## src/rtl/loader_pkg.sv

```systemverilog
// Shared types and widths for the IMem boot loader.
// LOADER_CHECKSUM_EN adds the trailing checksum state.
package loader_pkg;

    localparam int BYTE_W = 8;
    localparam int HDR_W  = 16;
    localparam int WORD_W = 32;
    localparam int LANES  = WORD_W / BYTE_W;
    localparam int LANE_W = $clog2(LANES);

    typedef enum logic [2:0] {
        ST_IDLE,
        ST_HDR0,
        ST_HDR1,
        ST_DATA,
`ifdef LOADER_CHECKSUM_EN
        ST_CHK,
`endif
        ST_DONE,
        ST_ERR
    } state_t;

    // State entered once the payload (possibly empty) has been consumed.
`ifdef LOADER_CHECKSUM_EN
    localparam state_t ST_POST_DATA = ST_CHK;
`else
    localparam state_t ST_POST_DATA = ST_DONE;
`endif

    function automatic logic is_busy(input state_t s);
`ifdef LOADER_CHECKSUM_EN
        return s inside {ST_HDR0, ST_HDR1, ST_DATA, ST_CHK};
`else
        return s inside {ST_HDR0, ST_HDR1, ST_DATA};
`endif
    endfunction

endpackage

```

## src/rtl/byte_packer.sv

```systemverilog
// Big-endian byte-to-word assembler; emits a one-cycle IMem write per word.
module byte_packer
    import loader_pkg::*;
#(
    parameter logic [WORD_W-1:0] ADDR_BASE = 32'h0000_0000
) (
    input  logic              clk,
    input  logic              rst,
    input  logic              byte_en_i,
    input  logic [LANE_W-1:0] lane_i,
    input  logic [BYTE_W-1:0] byte_i,
    input  logic [HDR_W-1:0]  word_idx_i,
    output logic              we_o,
    output logic [WORD_W-1:0] addr_o,
    output logic [WORD_W-1:0] wdata_o
);

    logic [WORD_W-BYTE_W-1:0] acc_q;
    logic                     we_q;
    logic [WORD_W-1:0]        addr_q;
    logic [WORD_W-1:0]        wdata_q;

    // NOTE: non-blocking assignments so every register samples pre-edge values.
    always_ff @(posedge clk) begin
        if (rst) begin
            acc_q   <= '0;
            we_q    <= 1'b0;
            addr_q  <= ADDR_BASE;
            wdata_q <= '0;
        end else begin
            we_q <= 1'b0;
            if (byte_en_i) begin
                acc_q <= {acc_q[WORD_W-2*BYTE_W-1:0], byte_i};
                // addr/wdata only move on a completed word, so they hold otherwise.
                if (lane_i == LANE_W'(LANES - 1)) begin
                    we_q    <= 1'b1;
                    wdata_q <= {acc_q, byte_i};
                    addr_q  <= ADDR_BASE + {14'd0, word_idx_i, 2'b00};
                end
            end
        end
    end

    assign we_o    = we_q;
    assign addr_o  = addr_q;
    assign wdata_o = wdata_q;

endmodule

```

## src/rtl/imem_loader.sv

```systemverilog
// Streams a length-prefixed byte image into IMem, then releases the CPU reset.
// LOADER_CHECKSUM_EN appends an 8-bit zero-sum checksum byte to the stream.
module imem_loader
    import loader_pkg::*;
#(
    parameter logic [WORD_W-1:0] ADDR_BASE   = 32'h0000_0000,
    parameter int                DEPTH_WORDS = 256
) (
    input  logic              CLK,
    input  logic              rst,
    input  logic              start,
    input  logic              in_valid,
    input  logic [BYTE_W-1:0] in_data,
    output logic              in_ready,
    output logic              imem_we,
    output logic [WORD_W-1:0] imem_addr,
    output logic [WORD_W-1:0] imem_wdata,
    output logic              cpu_rst_n,
    output logic              busy,
    output logic              done,
    output logic              error
);

    localparam logic [HDR_W:0] DEPTH_L = (HDR_W + 1)'(DEPTH_WORDS);

    state_t            state_q, state_d;
    logic [BYTE_W-1:0] hdr_hi_q;
    logic [HDR_W-1:0]  n_q;
    logic [HDR_W-1:0]  word_idx_q;
    logic [LANE_W-1:0] lane_q;
    logic              in_ready_q, busy_q, done_q, error_q, cpu_rst_n_q;

    logic              fire, restart, word_end, last_byte;
    logic [HDR_W-1:0]  n_hdr;

    assign fire      = in_valid && in_ready_q;
    assign restart   = start && (state_q inside {ST_IDLE, ST_DONE, ST_ERR});
    assign n_hdr     = {hdr_hi_q, in_data};
    assign word_end  = (lane_q == LANE_W'(LANES - 1));
    assign last_byte = word_end && (word_idx_q == n_q - HDR_W'(1));

`ifdef LOADER_CHECKSUM_EN
    logic [BYTE_W-1:0] sum_q;
    logic [BYTE_W-1:0] chk_total;
    assign chk_total = sum_q + in_data;
`endif

    // NOTE: default first so every path assigns state_d and no latch is inferred.
    always_comb begin
        state_d = state_q;
        case (state_q)
            ST_IDLE, ST_DONE, ST_ERR: if (start) state_d = ST_HDR0;
            ST_HDR0: if (fire) state_d = ST_HDR1;
            ST_HDR1: begin
                if (fire) begin
                    if ({1'b0, n_hdr} > DEPTH_L) state_d = ST_ERR;
                    else if (n_hdr == '0)        state_d = ST_POST_DATA;
                    else                         state_d = ST_DATA;
                end
            end
            ST_DATA: if (fire && last_byte) state_d = ST_POST_DATA;
`ifdef LOADER_CHECKSUM_EN
            ST_CHK: if (fire) state_d = (chk_total == '0) ? ST_DONE : ST_ERR;
`endif
            default: state_d = ST_IDLE;
        endcase
    end

    // Status outputs are decoded from state_d so they line up with state_q.
    always_ff @(posedge CLK) begin
        if (rst) begin
            state_q     <= ST_IDLE;
            hdr_hi_q    <= '0;
            n_q         <= '0;
            word_idx_q  <= '0;
            lane_q      <= '0;
            in_ready_q  <= 1'b0;
            busy_q      <= 1'b0;
            done_q      <= 1'b0;
            error_q     <= 1'b0;
            cpu_rst_n_q <= 1'b0;
`ifdef LOADER_CHECKSUM_EN
            sum_q       <= '0;
`endif
        end else begin
            state_q     <= state_d;
            in_ready_q  <= is_busy(state_d);
            busy_q      <= is_busy(state_d);
            done_q      <= (state_d == ST_DONE);
            error_q     <= (state_d == ST_ERR);
            cpu_rst_n_q <= (state_d == ST_DONE);

            if (restart) begin
                n_q        <= '0;
                word_idx_q <= '0;
                lane_q     <= '0;
`ifdef LOADER_CHECKSUM_EN
                sum_q      <= '0;
`endif
            end

            if (fire) begin
                case (state_q)
                    ST_HDR0: hdr_hi_q <= in_data;
                    ST_HDR1: n_q      <= n_hdr;
                    ST_DATA: begin
                        lane_q <= lane_q + LANE_W'(1);
                        // Index parks at N-1 on the final word instead of wrapping.
                        if (word_end && !last_byte) word_idx_q <= word_idx_q + HDR_W'(1);
`ifdef LOADER_CHECKSUM_EN
                        sum_q <= sum_q + in_data;
`endif
                    end
                    default: ;
                endcase
            end
        end
    end

    byte_packer #(
        .ADDR_BASE (ADDR_BASE)
    ) u_packer (
        .clk        (CLK),
        .rst        (rst),
        .byte_en_i  (fire && (state_q == ST_DATA)),
        .lane_i     (lane_q),
        .byte_i     (in_data),
        .word_idx_i (word_idx_q),
        .we_o       (imem_we),
        .addr_o     (imem_addr),
        .wdata_o    (imem_wdata)
    );

    assign in_ready  = in_ready_q;
    assign busy      = busy_q;
    assign done      = done_q;
    assign error     = error_q;
    assign cpu_rst_n = cpu_rst_n_q;

endmodule
```

## config.mk

```make
export PLATFORM = sky130hd
export DESIGN_NAME = imem_loader
export DESIGN_NICKNAME = d
export VERILOG_FILES = /design/src/rtl/loader_pkg.sv /design/src/rtl/byte_packer.sv /design/src/rtl/imem_loader.sv
export SDC_FILE = /design/constraint.sdc
export NUM_CORES = 1
export LEC_CHECK = 0
export CORE_MARGIN = 2
export CORE_UTILIZATION = 49
export CTS_CLUSTER_DIAMETER = 40
export DETAILED_ROUTE_END_ITERATION = 16
export PLACE_DENSITY = 0.73
export SYNTH_ARGS = -nofsm -noshare
export SYNTH_HDL_FRONTEND = slang
export SYNTH_SLANG_ARGS = --single-unit
export TNS_END_PERCENT = 20
```

## constraint.sdc

```tcl
create_clock -name CLK -period 2.8 [get_ports CLK]
set_input_delay 0.56 -clock CLK [delete_from_list [all_inputs] [get_ports CLK]]
set_output_delay 0.56 -clock CLK [all_outputs]
set_load 0.005 [all_outputs]
```

Word-level counts from Yosys, hierarchy flattened
Index checks and enable logic that the tools add are counted.
{ "word_totals": {"register_bits": 121, "inputBits": 12, "out_inout_bits": 70, "elab_cells": 62} }
{ "classes": {"n_addsub": 3, "order_cmp": 1, "n_eq_ne": 12, "n_mux": 18, "bitwise": 1, "reduce_logical": 15} }
{ "op_table": {"columns": ["operator", "count"], "rows": [
  ["16-bit 2-to-1 mux", 7],
  ["3-bit 2-to-1 mux", 6],
  ["16-bit by 1-bit adder with 16-bit output, second input constant", 1],
  ["16-bit equality test", 1],
  ["16-bit by 9-bit > comparator with 1-bit output, second input constant", 1],
  ["16-bit logical NOT", 1],
  ["16-bit by 1-bit subtractor with 16-bit output, second input constant", 1],
  ["3-bit by 2-bit equality test with 1-bit output, second input constant", 4],
  ["3-bit equality test, second input constant", 4],
  ["3-bit case mux with 4 select lines", 1],
  ["3-bit by 1-bit equality test with 1-bit output, second input constant", 2],
  ["1-bit logical AND", 6],
  ["2-bit 2-to-1 mux", 3],
  ["3-bit nonzero test", 2],
  ["2-bit AND reduction", 2],
  ["3-bit logical NOT", 1],
  ["3-bit OR reduction", 1],
  ["2-bit by 1-bit adder with 2-bit output, second input constant", 1],
  ["2-bit equality test, second input constant", 1],
  ["2-bit OR reduction", 1],
  ["1-bit logical NOT", 1],
  ["1-bit 2-to-1 mux", 1],
  ["1-bit inverter", 1]
]} }

Logic depth before layout (Yosys ltp)
Gate-level depths: netlist (run 1).
{ "logic_depth": {"depth_word": 8, "ltp_mapped": 11, "mapped_depth_nobuf": 9} }

Cells and area by module
A second synthesis (run 1) with hierarchy kept.
{ "hier_totals": {"cells_unflattened": 653, "area_unflattened_um2": 5964.5} }
{ "by_module_without_submodules": {"columns": ["module", "n_inst", "cells_each", "area_each_um2", "seq_area_each_um2"], "rows": [
  ["byte_packer", 1, 306, 3145.5, 1461.4],
  ["imem_loader", 1, 347, 2819.0, 960.9]
]} }

Worst setup path after synthesis (run 1)
Ideal clock, no wire load.
{ "synth_path": {"kind": "register to register", "from": "register n_q[0]", "to": "register word_idx_q[11]", "setup_ns": 0.136, "arrival_time_ns": 2.594, "required_time_ns": 2.664, "slack_ns": 0.069, "path_stages_with_launch": 12, "path_buffers": 2, "synth_period_minus_slack_ns": 2.731, "path_cell_list": "dfxtp_1 -> inv_1 -> ha_1 -> or3b_2 -> clkbuf_1 -> a2111o_1 -> a221oi_1 -> a22oi_1 -> and4b_1 -> o21ai_2 -> buf_6 -> o221ai_1"} }
{ "synth_via": {"elab_chain_cells": 8} }
{ "synth_rtl": {"columns": ["element", "line", "rtl"], "rows": [
  ["from (decl)", "imem_loader.sv:28", "logic [HDR_W-1:0] n_q;"],
  ["from (signal assigned)", "imem_loader.sv:105", "ST_HDR1: n_q <= n_hdr;"],
  ["16-bit by 1-bit subtractor with 16-bit output", "imem_loader.sv:40", "assign last_byte = word_end && (word_idx_q == n_q - HDR_W'(1));"],
  ["16-bit equality test", "imem_loader.sv:40", null],
  ["1-bit logical AND", "imem_loader.sv:40", null],
  ["1-bit logical NOT", "imem_loader.sv:109", "if (word_end && !last_byte) word_idx_q <= word_idx_q + HDR_W'(1);"],
  ["1-bit logical AND", "imem_loader.sv:109", null],
  ["16-bit 2-to-1 mux", "imem_loader.sv:109", null],
  ["16-bit 2-to-1 mux", "imem_loader.sv:103", "case (state_q)"],
  ["16-bit 2-to-1 mux", "imem_loader.sv:102", "if (fire) begin"],
  ["to (signal assigned)", "imem_loader.sv:109", null],
  ["to (decl)", "imem_loader.sv:29", "logic [HDR_W-1:0] word_idx_q;"]
]} }
Every way passes these cells.
A chain may end at the register's enable or synchronous reset.

Worst setup path after layout (run 1)
{ "layout_path": {"from": "register n_q[0]", "to": "register word_idx_q[8]"} }
The elaborated chain is that of the path after synthesis.

==> qor.csv, run 1 <==
stage,metric,value,unit
critical_path,required,3180,ps
cells_and_area,nFillCells,939,
cts,cts_root_buffer,clkbuf_8,
yosys,syn_area_per_cell,7.836,sq um
sta,setup-violations-final,0,
yosys,synth_top_cell_by_area,dfxtp_1,
critical_path,worst_setup_path_end_kind,register,
yosys,ys.flop_type,dfxtp_1,
cells_and_area,synthToLayoutAreaGrowth,27.80,%
yosys,async_flop_share,0,
place,dp_hpwl,9.804,mm
yosys,synth_edf_count,0,
sta,slew_viol_final,0,
place,dpl-instance-area,6242,sq um
critical_path,startpoint_type,register,
floorplanning,die_y,108.9,microns
yosys,ys_ff_latch,121,
grt,gr-total-overflow,0,
grt,grt_max_degree,49,
floorplanning,ios,82,
critical_path,crit_fanout,11,
sta,whs,451.7,ps
cts,cts_tree,done,
yosys,synth_cells,688,
cells_and_area,fin_area,6890,sq um
cts,cts.path.max_buffers,2,
route,drt_iter0_drc,285,
sta,fin_crit,2672,ps
pwr,power.density,599.4,nW/um^2
job,maxCapViolations,0,
route,drt-total-wl,13.96,mm
route,drt_drc_violations_left,0,
yosys,synth_top_area_frac,0.4493,
hold_path,hold_path_class,register to register,
cts,clk_transition_reported_paths,60,ps
cts,clock_sinks,121,
yosys,yosysWarnings,0,
cells_and_area,final_nets,775,
grt,antenna_found_initial,0,
cts,htreeDepth,4,
route,wire_per_inst,15.29,microns
cells_and_area,num_antenna_cells,0,
route,avgViaCountPerCell,5.449,
cts,cts_made_buffers,17,
critical_path,crit_type,register to register,
floorplanning,initial_core_util,0.4995,
sta,skew,6.101,ps
yosys,synth_seq_area_share,0.4493,
place,portBuffers,65,
place,gp_congestion,0.9294,
sta,post-route-period-util,0.9544,
cts,insertion_delay,520,ps
route,via_count,4975,
sta,fmax,374.2,MHz
grt,grt_usage,0.2464,
cells_and_area,regArea,2425,sq um
critical_path,cp.arrival,3050,ps
route,drt_first_pass_iters,5,
cells_and_area,stdcell_count,913,
cts,ctsHoldBuffers,0,
sta,worst_slew_pin_slew,508.6,ps
grt,grt_first_pass_wirelength,22.79,mm
sta,hold_viol_final,0,
floorplanning,die_w,108.9,microns
floorplanning,die_area,11860,sq um
yosys,synth_area_leaders,"dfxtp_1 (45%), nand2_1 (12%), a21oi_1 (9.0%), clkbuf_1 (2.8%), nand3_1 (2.7%)",
floorplanning,core_area,10790,sq um
cells_and_area,drive_above_1_share,0.1125,
grt,first_global_vias,4697,
place,dpl.cell_count,880,
yosys,synth_area,5391,sq um
status,status,"complete, no violations",
pwr,max-vdd-ir-drop,0.3274,mV
route,drtAntennaViolNets,0,
yosys,synth_cell_types,56,
floorplanning,num_rows,38,
cells_and_area,multi_input_area,2666,sq um
pwr,leakagePower,2.468,nW
sta,maxSlewHeadroom,0.6597,
==> power breakdown <==
group	internal, mW	switching [mW]
logic	0.0579	0.0893
clock network	1.45	0.788
registers	1.73	0.00960
==> layout make-up <==
cell class	instances	area share
timing repair buffer	103	0.1387
clock inverter	13	0.02760
tap	140	0.02542
clock buffer	19	0.06119
sequential	121	0.3519
multi-input combinational	502	0.3870
inverter	15	0.008171
==> final timing paths <==
check	from	slack, ps	depth (start not counted)	endpoint
max	n_q[0]	130	10	word_idx_q[8]
min reg2reg	u_packer.addr_o[3]	450	2	u_packer.addr_o[3]
max reg2reg	n_q[0]	130	10	word_idx_q[8]
min	u_packer.addr_o[3]	450	2	u_packer.addr_o[3]
==> worst max-delay path: stages (launching register included) <==
cell and delay, ps:
dfxtp_2 330, inv_1 70, ha_1 160, or3b_4 430, a2111o_1 380, a221oi_1 290
a22oi_1 160, and4b_2 280, o21ai_2 170, buf_12 150, o221ai_1 130
==> logic make-up (layout without fill, tap and decap cells) <==
family | after synthesis | after routing | synth area share
simple gates | 305 | 305 | 0.2543
fa+ha+maj | 3 | 3 | 0.006963
compound gates | 143 | 143 | 0.1573
mux | 13 | 13 | 0.02413
xor+xnor | 22 | 22 | 0.03574
buf+inv | 80 | 150 | 0.07147
flops | 121 | 121 | 0.4493
other cells | 1 | 16 | 0.0006955
==> through the flow <==
stage | util | setup TNS (ps) | power [mW] | setup slack, ps
floorplan | - | 0 | 1.874 | 69.26
global placement | 0.5784 | 0 | 1.919 | 64.11
detailed placement | 0.5784 | -264.4 | 1.921 | -79.60
CTS | 0.6359 | 0 | 4.155 | 18.08
global route | 0.6384 | -4.922 | 4.250 | -4.922
finish | 0.6384 | 0 | 4.130 | 127.7
==> Yosys cell counts, types with 4 or more instances <==
library cell	n
nor2b_1	6
a31oi_1	4
and2_1	4
xnor2_1	12
inv_1	15
o211ai_1	8
nand4_1	6
mux2i_1	13
nand2_1	179
xor2_1	10
nor4_1	11
nand3_1	29
or2_2	4
nand2b_1	4
buf_4	18
or3_1	6
o221ai_1	4
nor3_1	13
o21ai_1	6
dfxtp_1	121
clkbuf_1	40
nor2_1	29
a21oi_1	97
==> layer usage <==
metal  share of wire  wire (microns)  track usage  vias up
met1            0.45            6343       0.3318     2305
met2            0.47            6555       0.3855      190
met3           0.060             840      0.05977       25
met4           0.016             226      0.08608        0
li1                -               -            -     2455
met5               0               0            0        -
==> repair_timing <==
action / CTS / global route
setup buffers: 0 / 1
setup endpoints to repair: 6 / 20
pin swaps: 0 / 2
resized for setup: 2 / 7
==> sequential cells by signal (all words and copies together), names as in the netlist <==
register / cells
u_packer.we_o: 1
u_packer.addr_o: 16
u_packer.acc_q: 24
u_packer.wdata_o: 32
busy: 1
word_idx_q: 16
error: 1
lane_q: 2
hdr_hi_q: 8
state_q: 3
cpu_rst_n: 1
n_q: 16
==> cell usage in the layout (no fill, tap or decap), types with 4 or more instances in the layout <==
master / synthesis / routed
a21oi_1: 97 / 97
a31oi_1: 4 / 4
and2_1: 4 / 4
buf_4: 18 / 36
bufinv_16: 0 / 4
clkbuf_16: 0 / 16
clkdlybuf4s50_1: 0 / 64
conb_1: 1 / 16
dfxtp_1: 121 / 119
inv_1: 15 / 15
inv_6: 0 / 4
mux2i_1: 13 / 13
nand2_1: 179 / 178
nand2b_1: 4 / 4
nand3_1: 29 / 29
nand4_1: 6 / 6
nor2_1: 29 / 29
nor2b_1: 6 / 6
nor3_1: 13 / 13
nor4_1: 11 / 10
o211ai_1: 8 / 8
o21ai_1: 6 / 6
o221ai_1: 4 / 4
or2_2: 4 / 4
or3_1: 6 / 6
xnor2_1: 12 / 12
xor2_1: 10 / 10
Power figures use the tool's default switching activity.
==> run 2: changes to the inputs <==
--- a/config.mk
+++ b/config.mk
@@ -10,6 +10,7 @@
 export CTS_CLUSTER_DIAMETER = 40
 export DETAILED_ROUTE_END_ITERATION = 16
 export PLACE_DENSITY = 0.73
+export SLEW_MARGIN = 30
 export SYNTH_ARGS = -nofsm -noshare
 export SYNTH_HDL_FRONTEND = slang
 export SYNTH_SLANG_ARGS = --single-unit
==> results of run 2 <==
Same layout as run 1: the final DEF is identical, and so are final timing and power.
==> RTL change 1 (flow settings as in run 1) <==
Make the reset (`rst`) asynchronous in 2 clocked blocks.
--- a/src/rtl/byte_packer.sv
+++ b/src/rtl/byte_packer.sv
@@ -23,3 +23,3 @@
     // NOTE: non-blocking assignments so every register samples pre-edge values.
-    always_ff @(posedge clk) begin
+    always_ff @(posedge clk or posedge rst) begin
         if (rst) begin
--- a/src/rtl/imem_loader.sv
+++ b/src/rtl/imem_loader.sv
@@ -69,3 +69,3 @@
     // Status outputs are decoded from state_d so they line up with state_q.
-    always_ff @(posedge CLK) begin
+    always_ff @(posedge CLK or posedge rst) begin
         if (rst) begin
Function: differs if rst is asserted again (counterexample within 4 cycles, from zero or initial values and one cycle with rst high); with rst held inactive, the same outputs for 10 cycles.
==> RTL change 1 against run 1 <==
- worst setup slack lost 0.092 ns
- utilization is 0.79 points lower
- largest cell class is now flip-flops and latches
- sequential share of layout area up 6.9 points
- wire length decreased by 4.9%
- sequential cell count did not move
- synthesized area grew 6.0%
- die area is 5.7% higher
- cell area is 4.5% higher
- critical path type unchanged
Power is not compared: it rests on default switching activity, and its combinational part moved more than twofold at a synthesized area within 25%.
==> RTL change 1: results (changes against run 1) <==
stage	metric	value	unit	change
run_status	status	complete, no violations		
worst_hold_path	Hold Path Depth	2		unchanged
global_routing	first-pass GRT wire length	22200	µm	-2.6%
yosys	Commonest cells post-synth	nand2_1 (273), dfrtp_1 (121), clkbuf_1 (27)		
yosys	asr flop ratio synth	100.0	%	+100 points
power	VDD IR-drop max	0.0004553	V	
setup_path	Crit path largest cell delay	0.60	ns	+0.17 ns
placed_design	Placer Congestion	0.8298		-11%
detailed_routing	drc violations	0		unchanged
yosys	Mapped Cells	645		-6.3%
placed_design	DP Cell Count	836		-5.0%
setup_path	Reg2Reg Setup Slack	0.04	ns	-0.09 ns
setup_path	largest fanout on the critical path	7		-4
setup_path	CP Capture Point	word_idx_q[11]		
global_routing	vias in the first global route	4641		-1.2%
final_layout	max reg flops	32		unchanged
clock_network	Worst-path clk slew	0.06	ns	about the same
timing	Worst-Margin Slew	0.6189	ns	+0.1103 ns
yosys	top post-synthesis cells by area	dfrtp_1 (53%), nand2_1 (18%), buf_4 (2.5%)		
placed_design	hpwl dp	8601	µm	-12%
setup_path	Critical Path Source	n_q[5]		
detailed_routing	drt via density	5.284		-3.0%
clock_network	clk_lat worst skew	0.41	ns	-0.11 ns
final_layout	share of layout cells above drive strength 1	12.45	%	+1.2 points
worst_hold_path	HP Class	flop to flop		
clock_network	H-tree levels	4		unchanged
worst_hold_path	hold path start	u_packer.addr_o[2]		
yosys	Synth cell types	58		+3.6%
placed_design	Port Buffers	65		unchanged
detailed_routing	DRT iter0 DRCs	271		-4.9%
clock_network	CTS buffer count	17		unchanged
global_routing	initial antenna violation count	0		unchanged
setup_path	path depth of the worst reg2reg path	8		-2
placed_design	pre-CTS WS	-0.009119	ns	+0.07048 ns
timing	post-layout minimum cycle time	2.764	ns	+0.09166 ns
clock_network	root buffer cell	clkbuf_16		
global_routing	largest net degree at the start of global routing	122		+150%
final_layout	nets	733		-5.4%
detailed_routing	final WL	13280	µm	-4.9%
placed_design	Placement Cell Area	6510	µm²	+4.3%
setup_path	R2R Path Start	n_q[5]		
setup_path	critical path arrival	3.06	ns	about the same
global_routing	Total GRT Usage	22.17	%	-2.5 points
yosys	register area share after synthesis	53.00	%	+8.1 points
setup_path	Slowest-stage cell, CP	or4_4		
detailed_routing	WL/cell	15.20	µm	-0.63%
worst_hold_path	Worst Hold Path EP	u_packer.addr_o[2]		
timing	final setup skew	0.009591	ns	+0.003490 ns
setup_path	crit-path leading delay family	simple AND/OR/NAND/NOR gates		
timing	Hold Slack	0.4699	ns	+0.01815 ns
[RTL change 1: cell types whose count changed after synthesis, moves of 16 or more]
cell	before	now
a21oi_1	97	6
dfrtp_1	0	121
dfxtp_1	121	0
nand2_1	179	273
nand3_1	29	13
o21ai_0	1	21
[RTL change 1: area by class of cell]
class,instances,area (µm²)
clock inverters,13,143.9
fillers,965,4219
inverters,8,33.78
well taps,143,178.9
clock buffers,19,452.9
multi-input cells,474,2450
flip-flops and latches,121,3028
repair buffers,96,912.1
[RTL change 1: kinds of logic after synthesis]
logic type / Yosys count / share of synthesized area, %
flip-flops: 121 / 53.00
buffers and inverters: 66 / 6.045
adder cells (fa/ha/maj): 3 / 0.6571
multiplexers: 12 / 2.300
other: 1 / 0.06564
XOR/XNOR: 23 / 3.526
AO/OA/AOI/OAI: 56 / 6.636
AND/OR/NAND/NOR: 363 / 27.77
[RTL change 1: repair_timing]
item | 4_1_cts | 5_1_grt
setup endpoints to repair | 5 | 13
pin swaps | 1 | 11
gates cloned | 0 | 1
resized for setup | 1 | 8
hold buffers | 0 | 0
buffers inserted | 0 | 5
[RTL change 1: routing by layer]
metal  global-route usage, %  up-vias  share of wire (%)
met5                       0        -                  0
met3                   5.879       15                4.3
met2                   37.05      112                 50
met1                   28.25     2266                 44
met4                   7.398        0                1.1
li1                        -     2225                  -
[RTL change 1: tightest hold or removal path: stages, from the launching register on]
cell     delay, ns
dfrtp_1       0.34
nand2_1       0.05
nand2_1       0.05
[RTL change 1: report_power, final]
part | internal (mW) | switching, mW
registers | 2.10 | 0.335
logic | 0.972 | 1.04
clock network | 1.36 | 0.805
==> RTL change 2 (config.mk and constraints of run 1) <==
Made on the original files. The option `LOADER_CHECKSUM_EN` is turned on by a define.
--- a/src/rtl/loader_pkg.sv
+++ b/src/rtl/loader_pkg.sv
@@ -2,2 +2,4 @@
 // LOADER_CHECKSUM_EN adds the trailing checksum state.
+`define LOADER_CHECKSUM_EN
+
 package loader_pkg;
Formal check against the unedited RTL: not equivalent (a bounded check fails within 4 cycles, from zero or initial values and one cycle with rst high).
==> RTL change 2 against run 1 <==
- worst setup slack lost 0.033 ns
- wire length grew 13%
- non-clock buffer count grew 4
- sequential power grew 7%
- fmax shrank 1.2%
- cell area grew 11%
- largest power group unchanged
- sequential cell count grew 8
- hold slack gained 0.0016 ns
- synthesized area grew 11%
- register-to-register slack lost 0.03 ns
- count of clock-buffer cells in the layout is the same
- critical path depth is the same
- total power grew 6.9%
- clock power grew 4%
==> RTL change 2: results (changes against run 1) <==
stage	metric	value	unit	change
placed_design	Placement Cell Area	6832	µm²	+9.4%
final_layout	max reg flops	32		unchanged
placed_design	hpwl dp	10590	µm	+8.1%
clock_network	H-tree levels	4		unchanged
clock_network	CTS buffer count	17		unchanged
placed_design	pre-CTS WS	-0.4999	ns	-0.4202 ns
clock_network	Max clock buf depth	2		unchanged
global_routing	Total GRT Usage	24.04	%	-0.60 points
worst_hold_path	HP Class	flop to flop		
yosys	Commonest cells post-synth	nand2_1 (184), dfxtp_1 (129), a21oi_1 (105)		
placed_design	Port Buffers	65		unchanged
setup_path	largest fanout on the critical path	2		-9
yosys	register area share after synthesis	43.13	%	-1.8 points
yosys	Synth cell types	60		+7.1%
yosys	top post-synthesis cells by area	dfxtp_1 (43%), nand2_1 (12%), a21oi_1 (8.8%)		
clock_network	root buffer cell	clkbuf_16		
power	LEAKAGE	2.884	nW	+17%
global_routing	largest net degree at the start of global routing	73		+49%
yosys	asr flop ratio synth	0	%	unchanged
worst_hold_path	hold path start	u_packer.wdata_o[0]		
detailed_routing	first-pass iteration count of the detailed router	5		unchanged
final_layout	nets	850		+9.7%
run_status	status	complete, no violations		
timing	relative slew slack	51.53	%	-14 points
setup_path	R2R Path Start	n_q[0]		
global_routing	initial antenna violation count	0		unchanged
final_layout	share of layout cells above drive strength 1	13.23	%	+2.0 points
final_layout	Antenna Cells	0		unchanged
yosys	yosys warns	0		unchanged
timing	final setup skew	0.005951	ns	-0.0001499 ns
detailed_routing	drt via density	5.604		+2.9%
clock_network	clk_lat worst skew	0.42	ns	-0.10 ns
yosys	Mean Syn Cell Area	7.961	µm²	+1.6%
placed_design	DP Cell Count	950		+8.0%
setup_path	critical path arrival	3.04	ns	about the same
yosys	Top FF cell, synth	dfxtp_1		
detailed_routing	WL/cell	16.02	µm	+4.8%
power	VDD IR-drop max	0.0005160	V	+58%
setup_path	Critical Path Source	in_data[2]		
placed_design	Placer Congestion	0.9176		-1.3%
final_layout	fill count	1006		+7.1%
global_routing	vias in the first global route	5301		+13%
global_routing	first-pass GRT wire length	24980	µm	+9.6%
detailed_routing	final WL	15800	µm	+13%
detailed_routing	DRT iter0 DRCs	360		+26%
clock_network	Worst-path clk slew	0.05	ns	
## RTL change 2: changes by cell type after synthesis, moves of 9 or more
cell	run 1	this run
and3_1	2	11
nand3_1	29	38
a221o_1	0	10
nor2_1	29	40
## RTL change 2: final timing paths
kind	slack [ns]	endpoint	depth (start not counted)
worst max-delay path	0.09	state_q[1]	10
worst max register to register	0.10	word_idx_q[6]	10
worst min-delay path	0.45	u_packer.wdata_o[0]	2
worst min register to register	0.45	u_packer.wdata_o[0]	2
## RTL change 2: power breakdown
part / switching, mW / internal [mW]
sequential: 0.0162 / 1.84
clock: 0.825 / 1.51
combinational: 0.127 / 0.0890
total: 0.968 / 3.45
## RTL change 2: logic make-up (layout without fill, tap and decap cells)
kind of cell    Yosys count  after routing  synth area share (%)
xor+xnor                 27             27                 3.950
simple gates            333            333                 25.50
mux                      14             14                 2.403
compound gates          160            162                 16.03
fa+ha+maj                12             12                 2.591
buf+inv                  76            146                 6.332
other cells               1             16               0.06264
flops                   129            129                 43.13
## RTL change 2: worst max-delay path, cell delays in order
cell and delay [ns]:
clkdlybuf4s50_1 0.43, ha_1 0.32, o21ai_1 0.14, o21bai_1 0.11, or3_1 0.33, a31oi_1 0.23, xnor2_1 0.25, nor3_4 0.08
or4_4 0.44, a41oi_1 0.16
## RTL change 2: layer usage
layer | vias to the layer above | part of all wire [%] | GRT usage, %
li1 | 2696 | - | -
met1 | 2627 | 42 | 26.88
met2 | 158 | 51 | 42.68
met3 | 45 | 3.7 | 5.558
met4 | 0 | 3.5 | 12.03
met5 | - | 0 | 0
## RTL change 2: stage by stage
stage	TNS (ns)	hold slack (ns)	util (%)
after floorplan	0	0.4321	-
after global placement	-1.310	0.4440	57.11
after detailed placement	-1.973	0.4479	57.11
after CTS	0	0.4554	62.65
after global routing	-0.006822	0.4740	63.67
final	0	0.4533	63.67
## RTL change 2: area by class of cell
type / instances / share of cell area, %
inverter: 8 / 0.3943
timing repair buffer: 107 / 12.88
tap: 147 / 2.415
sequential: 129 / 33.91
clock inverter: 12 / 2.415
multi-input combinational: 564 / 42.17
clock buffer: 19 / 5.816
## RTL change 2: what timing repair did
action	in CTS	in global routing
pin swaps	4	14
buffers inserted	2	1
resized for setup	3	22
gates cloned	0	2
setup endpoints to repair	2	15
